`src/rtl/weight_s2p_buffer.sv`:
```
// Serial-to-parallel weight buffer: assembles a stream of elements into
// S2P_SIZE x S2P_SIZE tiles using two ping-pong banks.
module weight_s2p_buffer #(
  parameter int unsigned S2P_SIZE   = 8,
  parameter int unsigned DATA_WIDTH = 8,
  parameter int unsigned CNT_WIDTH  = 16
) (
  input  logic                                   clk,
  input  logic                                   rst,
  input  logic                                   i_flush,
  input  logic [DATA_WIDTH-1:0]                  i_data,
  input  logic                                   i_valid,
  input  logic                                   i_pad,
  output logic                                   o_stall,
  output logic [S2P_SIZE*S2P_SIZE*DATA_WIDTH-1:0] o_tile_data,
  output logic                                   o_tile_valid,
  input  logic                                   i_tile_ready,
  output logic [CNT_WIDTH-1:0]                   o_tile_cnt,
  output logic                                   o_overflow
);

  localparam int unsigned Elems = S2P_SIZE * S2P_SIZE;
  localparam int unsigned IdxW  = (S2P_SIZE > 1) ? $clog2(S2P_SIZE) : 1;
  localparam int unsigned AddrW = (Elems > 1) ? $clog2(Elems) : 1;
  localparam logic [IdxW-1:0] LastIdx = IdxW'(S2P_SIZE - 1);

  logic [DATA_WIDTH-1:0] mem_q [2][Elems];
  logic [DATA_WIDTH-1:0] mem_d [2][Elems];
  logic                  wr_bank_q, wr_bank_d;
  logic                  rd_bank_q, rd_bank_d;
  logic [1:0]            bank_full_q, bank_full_d;
  logic [IdxW-1:0]       col_q, col_d;
  logic [IdxW-1:0]       row_q, row_d;
  logic [CNT_WIDTH-1:0]  cnt_q, cnt_d;
  logic                  ovf_q, ovf_d;

  logic             accept;
  logic             tile_last;
  logic             handshake;
  logic [AddrW-1:0] waddr;

  assign o_stall      = bank_full_q[wr_bank_q];
  assign o_tile_valid = bank_full_q[rd_bank_q];
  assign o_tile_cnt   = cnt_q;
  assign o_overflow   = ovf_q;

  for (genvar i = 0; i < Elems; i++) begin : g_tile_out
    assign o_tile_data[i*DATA_WIDTH +: DATA_WIDTH] = mem_q[rd_bank_q][i];
  end

  always_comb begin
    accept      = i_valid & ~o_stall;
    tile_last   = accept & (row_q == LastIdx) & (col_q == LastIdx);
    handshake   = o_tile_valid & i_tile_ready;
    waddr       = AddrW'(row_q) * AddrW'(S2P_SIZE) + AddrW'(col_q);
    mem_d       = mem_q;
    wr_bank_d   = wr_bank_q;
    rd_bank_d   = rd_bank_q;
    bank_full_d = bank_full_q;
    col_d       = col_q;
    row_d       = row_q;
    cnt_d       = cnt_q;
    ovf_d       = ovf_q;

    if (i_flush) begin
      // Flush wins over a same-cycle write and handshake; bank data is kept.
      wr_bank_d   = 1'b0;
      rd_bank_d   = 1'b0;
      bank_full_d = 2'b00;
      col_d       = '0;
      row_d       = '0;
      cnt_d       = '0;
      ovf_d       = 1'b0;
    end else begin
      if (accept) begin
        mem_d[wr_bank_q][waddr] = i_pad ? '0 : i_data;
        if (col_q == LastIdx) begin
          col_d = '0;
          row_d = (row_q == LastIdx) ? '0 : row_q + IdxW'(1);
        end else begin
          col_d = col_q + IdxW'(1);
        end
        if (tile_last) begin
          bank_full_d[wr_bank_q] = 1'b1;
          wr_bank_d              = ~wr_bank_q;
        end
      end
      if (i_valid && o_stall) begin
        ovf_d = 1'b1;
      end
      // A filling bank is never the bank being drained, so both updates can land together.
      if (handshake) begin
        bank_full_d[rd_bank_q] = 1'b0;
        rd_bank_d              = ~rd_bank_q;
        cnt_d                  = cnt_q + CNT_WIDTH'(1);
      end
    end
  end

  always_ff @(posedge clk or posedge rst) begin
    if (rst) begin
      for (int b = 0; b < 2; b++) begin
        for (int e = 0; e < Elems; e++) begin
          mem_q[b][e] <= '0;
        end
      end
      wr_bank_q   <= 1'b0;
      rd_bank_q   <= 1'b0;
      bank_full_q <= 2'b00;
      col_q       <= '0;
      row_q       <= '0;
      cnt_q       <= '0;
      ovf_q       <= 1'b0;
    end else begin
      mem_q       <= mem_d;
      wr_bank_q   <= wr_bank_d;
      rd_bank_q   <= rd_bank_d;
      bank_full_q <= bank_full_d;
      col_q       <= col_d;
      row_q       <= row_d;
      cnt_q       <= cnt_d;
      ovf_q       <= ovf_d;
    end
  end

endmodule

```
`config.mk`:
```
export PLATFORM = sky130hd
export DESIGN_NAME = weight_s2p_buffer
export DESIGN_NICKNAME = d
export VERILOG_FILES = /design/src/rtl/weight_s2p_buffer.sv
export SDC_FILE = /design/constraint.sdc
export NUM_CORES = 2
export LEC_CHECK = 0
export CORE_ASPECT_RATIO = 0.9
export CORE_MARGIN = 3
export CORE_UTILIZATION = 64
export CTS_CLUSTER_DIAMETER = 50
export DETAILED_ROUTE_END_ITERATION = 8
export DONT_BUFFER_PORTS = 1
export PLACE_DENSITY = 0.9
export SETUP_SLACK_MARGIN = 0.05
export SLEW_MARGIN = 30
export SYNTH_ARGS = -nofsm -noshare
export SYNTH_HDL_FRONTEND = slang
export SYNTH_SLANG_ARGS = --single-unit
```
`constraint.sdc`:
```
create_clock -name clk -period 51.2 [get_ports clk]
set_clock_uncertainty 0.2 [all_clocks]
set_input_delay 10.24 -clock clk [delete_from_list [all_inputs] [get_ports clk]]
set_output_delay 10.24 -clock clk [all_outputs]
set_load 0.02 [all_outputs]
```
Yosys cells after proc, flatten, opt, wreduce, memory -nomap -nowiden
Index checks and enable logic that the tools add are counted. Widths: inputs -> output; s select.

Register bits after elaboration: 1051. Bits of input ports: 14.

$add $sub $neg: 4. Magnitude comparators: 9. Equality and inequality tests: 2. Muxes and demuxes: 38. Bitwise operators: 14. Reduce and logical (&&, ||, !) cells: 13.

Operator list (number): $mux 512 (4); $bwmux 1024 (1); $demux 512 s1 (1); $demux 8 s6 (1); $mux 16 (2); $mux 3 (7); $add 16x1->16 const B (1); $mux 8 (2); $mux 1 (13); $mux 2 (5); $reduce_bool 2->1 (5); $ge 7x7->1 const B (1); $lt 7x1->1 const B (1); $not 6->7 (1); $add 3x1->3 const B (2); $add 6x3->6 (1); $eq 3x3->1 const B (2); $reduce_and 2->1 (3); $logic_and 1x1->1 (5); $and 1x1->1 (4); $ge 2x2->1 const B (2); $lt 1x2->1 const B (2); $not 1->1 (4); $not 1->2 (2); 6 further kinds (8).

Depth between registers and ports, before layout
Depth after elaboration: 12. Mapped depth: 7. Depth with buffers taken out: 5.

Worst setup path before layout
OpenSTA, ideal clock, no wires.

Path kind: reg2out. Start point: register rd_bank_q. End point: output port o_tile_data[0]. Arrival: 1802 ps. Data required time: 40760 ps. Slack: 38958 ps. Stages on the path, launching flop included: 6. Cell sequence: dfrtp_1 buf_2 clkbuf_1 clkbuf_1 clkbuf_1 mux2_2.

Longest elaborated chain between the ends: 4.

RTL lines: from (decl) (RTL line 30) `logic rd_bank_q, rd_bank_d;`; from (signal assigned) (RTL line 117) `rd_bank_q <= rd_bank_d;`; $not 1->2 (not written as such) (RTL line 48) `assign o_tile_data[i*DATA_WIDTH +: DATA_WIDTH] = mem_q[rd_bank_q][i];`; $mux 512 (3 in series); to (decl) (RTL line 15) `output logic [S2P_SIZE*S2P_SIZE*DATA_WIDTH-1:0] o_tile_data,`.

Every way passes these cells. The select of a mux whose other input is x is not followed.

Worst setup path after layout
Start point: register rd_bank_q. End point: output port o_tile_data[45].

Same word-level chain as after synthesis.

==> impl_summary.log <==
INFO  metric detail_route.first_pass.iterations = 5
INFO  metric synth_area_per_cell = 13.51 um2
INFO  metric achievable-frequency = 64.52 MHz
INFO  metric netlist_top_cells_area = sky130_fd_sc_hd__dfrtp_1 58%, sky130_fd_sc_hd__mux2_2 32%, sky130_fd_sc_hd__o21ai_0 2.8%
INFO  metric die_h = 259.1 um
INFO  metric cts.hold.buffers_added = 0
INFO  metric path_max_fanout = 77
INFO  metric htree_levels = 3
INFO  metric hpwlAfterDp = 80.44 mm
INFO  metric finalHoldViolations = 0
INFO  metric critPathLaunchType = register
INFO  metric design.core.area = 70220 um2
INFO  metric final_net_count = 3318
INFO  metric hold_path_startpoint = mem_q[750]
INFO  metric worstMarginPinSlew = 0.9562 ns
INFO  metric relSlewSlack = 36.02%
INFO  metric via_total_after_detailed_routing = 28120
INFO  metric number_of_standard_cells_in_the_final_layout_excluding_fillers = 4324
INFO  metric syn_inst = 3371
INFO  metric total_power = 1.662 mW
INFO  metric power_leakage = 24.66 nW
INFO  metric worst_ep_arrival_time = 5.06 ns
INFO  metric tritoncts = built
INFO  metric numPortBuffers = 0
INFO  metric cts.sinks = 1051
INFO  metric postLayoutCoreUtil = 71.23%
INFO  metric fin_area = 50010 um2
INFO  metric num-fill-cells = 4267
INFO  metric dpl_worst_slack = 35.79 ns
INFO  metric die_width = 287.2 um
INFO  metric initial_utilization = 64.86%
INFO  metric timing.setup.critical_path_class = register to primary output
INFO  metric synthFlopType = sky130_fd_sc_hd__dfrtp_1
INFO  metric placement.cell_area = 46420 um2
INFO  metric cellPowerDensity = 33.23 nW/um2
INFO  metric timing.final.crit_share = 30.27%
INFO  metric cts_resized = 0
INFO  metric yosys_cell_types = 41
INFO  metric antenna_found_initial = 4
INFO  metric synth-edff-count = 0
INFO  metric hold_path_end = mem_q[750]
INFO  metric asyncSetResetFlopFracSynth = 100.0%
INFO  metric timing.hold.worst.class = register to register
INFO  metric drc = 0
INFO  metric routed_wl = 125.7 mm
INFO  metric clk_pin_slew = 0.06 ns
INFO  metric hold-worst-slack = 0.2742 ns
INFO  metric yosys_register_bits = 1051
INFO  metric synthTopCellsByCount = 1282 x sky130_fd_sc_hd__mux2_2, 1051 x sky130_fd_sc_hd__dfrtp_1, 317 x sky130_fd_sc_hd__nand2_1
INFO  metric regToRegEndpoint = mem_q[150]
INFO  metric synth_area = 45540 um2
INFO  metric grt_util_all_layers = 33.53%
INFO  metric yosys.cell_count.top_type = sky130_fd_sc_hd__mux2_2
INFO  metric floorplan.io_pins = 545
INFO  metric worst-r2r-setup-slack = 47.69 ns
INFO  metric source_to_sink_clock_delay_at_the_later_pin_of_the_worst_skew_pair = 0.65 ns
INFO  metric final-seq-area = 26300 um2
INFO  metric fin_tns_setup = 0 ns
INFO  metric placed_cells = 4130
INFO  metric max-cap-violations = 0
INFO  metric yosysWarningCount = 0
INFO  metric cts_setup_buffers = 0
INFO  metric worst_slack = 35.70 ns
INFO  metric area_of_combinational_cells_with_multiple_inputs = 18460 um2
INFO  metric grt_pass1_wl = 189.2 mm
INFO  metric synth.yosys.seq_area_share = 57.75%
INFO  metric unrepaired_setup_endpoints_after_global_routing = false
INFO  metric grt_pass1_vias = 29510
INFO  metric tritoncts.num_buffers = 103
INFO  metric flow.area_growth_from_synthesis = 9.813%
INFO  metric via_per_instance_ratio = 6.503
INFO  metric design.die.area = 74400 um2
INFO  metric regToRegStartpoint = bank_full_q[1]
INFO  metric final-max-slew-violation-count = 0
INFO  metric reg2reg_depth = 4
INFO  metric syn_nets = 3390
INFO  metric worst_supply_voltage_drop_on_vdd = 0.00004216 V
INFO  metric row_count = 92
INFO  metric synth_largest_type_area_fraction = 57.75%
INFO  metric final_layout_size_suffix_gt1_share = 46.04%
INFO  metric bufs_on_longest_clock_path = 3
INFO  metric outcome = complete, no violations
INFO  metric cell_type_with_the_largest_total_area_after_synthesis = sky130_fd_sc_hd__dfrtp_1
INFO  metric finalCriticalPeriod = 15.50 ns
INFO  metric grt_start_max_net_pins = 188
INFO  metric routed_antenna_nets = 0
INFO  metric avgRoutedWirePerCell = 29.07 um
INFO  metric endpoint_kind = primary output
INFO  metric finalSetupViolations = 0
INFO  metric clockRootBuffer = sky130_fd_sc_hd__clkbuf_16
INFO  metric remaining_global_route_overflow = 0
INFO  metric gp_routability_congestion = 0.9016
INFO  metric cp_data_required_time = 40.76 ns
INFO  metric holdPathStages = 2
INFO  metric drt_first_iter_violations = 2260
worst max-delay path by stage:
stage,endpoint,depth (start not counted),start
after floorplan,bank_full_q[0],1,rst
after global placement,o_tile_data[500],5,rd_bank_q
after detailed placement,o_tile_data[45],5,rd_bank_q
after CTS,o_tile_data[156],5,rd_bank_q
after global routing,o_tile_data[156],5,rd_bank_q
final,o_tile_data[45],5,rd_bank_q
registers in the layout, indices dropped and copies added (netlist names):
signal / flops
mem_q: 1024
o_tile_cnt: 16
col_q: 3
row_q: 3
bank_full_q: 2
o_overflow: 1
rd_bank_q: 1
wr_bank_q: 1
per-layer routing:
layer | vias up | GRT usage, % | wire, um
met5 | - | 0 | 62
met4 | 8 | 17.69 | 7593
met3 | 401 | 9.245 | 11480
met2 | 1253 | 53.22 | 59390
met1 | 14730 | 42.32 | 47190
li1 | 11730 | - | -
power breakdown:
part | switching [mW] | internal, mW
logic | 0.0472 | 0.0112
clock network | 0.328 | 0.437
registers | 0.00306 | 0.835
cell usage in the layout (no fill, tap or decap), drive strengths merged, types with 19 or more instances in the layout:
cell type	synthesis	layout
clkbuf	212	152
clkinv	0	26
nand3	42	42
dfrtp	1051	1051
nor2	74	74
buf	16	51
mux2	1288	1288
o21ai	258	258
nand2	317	317
a21oi	19	19
area by class of cell:
class / count / share of cell area (%)
diodes: 2 / 0.01001
clock buffers: 152 / 6.047
clock inverters: 36 / 0.8431
inverters: 6 / 0.07005
multi-input cells: 2086 / 36.91
flip-flops and latches: 1051 / 52.59
well taps: 940 / 2.352
repair buffers: 51 / 1.173
kinds of logic after synthesis:
kind of cell	Yosys count	share of synthesized area [%]
AO/OA/AOI/OAI	280	3.099
multiplexers	1291	31.92
XOR/XNOR	6	0.1154
buffers and inverters	234	1.953
flip-flops	1051	57.75
adder cells (fa/ha/maj)	5	0.1374
AND/OR/NAND/NOR	504	5.027
critical path, cell delays in order (launching register included):
cell                      delay (ns)
sky130_fd_sc_hd__dfrtp_4        0.68
sky130_fd_sc_hd__buf_6          0.63
sky130_fd_sc_hd__buf_4          0.81
sky130_fd_sc_hd__buf_4          0.80
sky130_fd_sc_hd__buf_4          0.75
sky130_fd_sc_hd__mux2_2         0.48
Power figures use the tool's default switching activity.
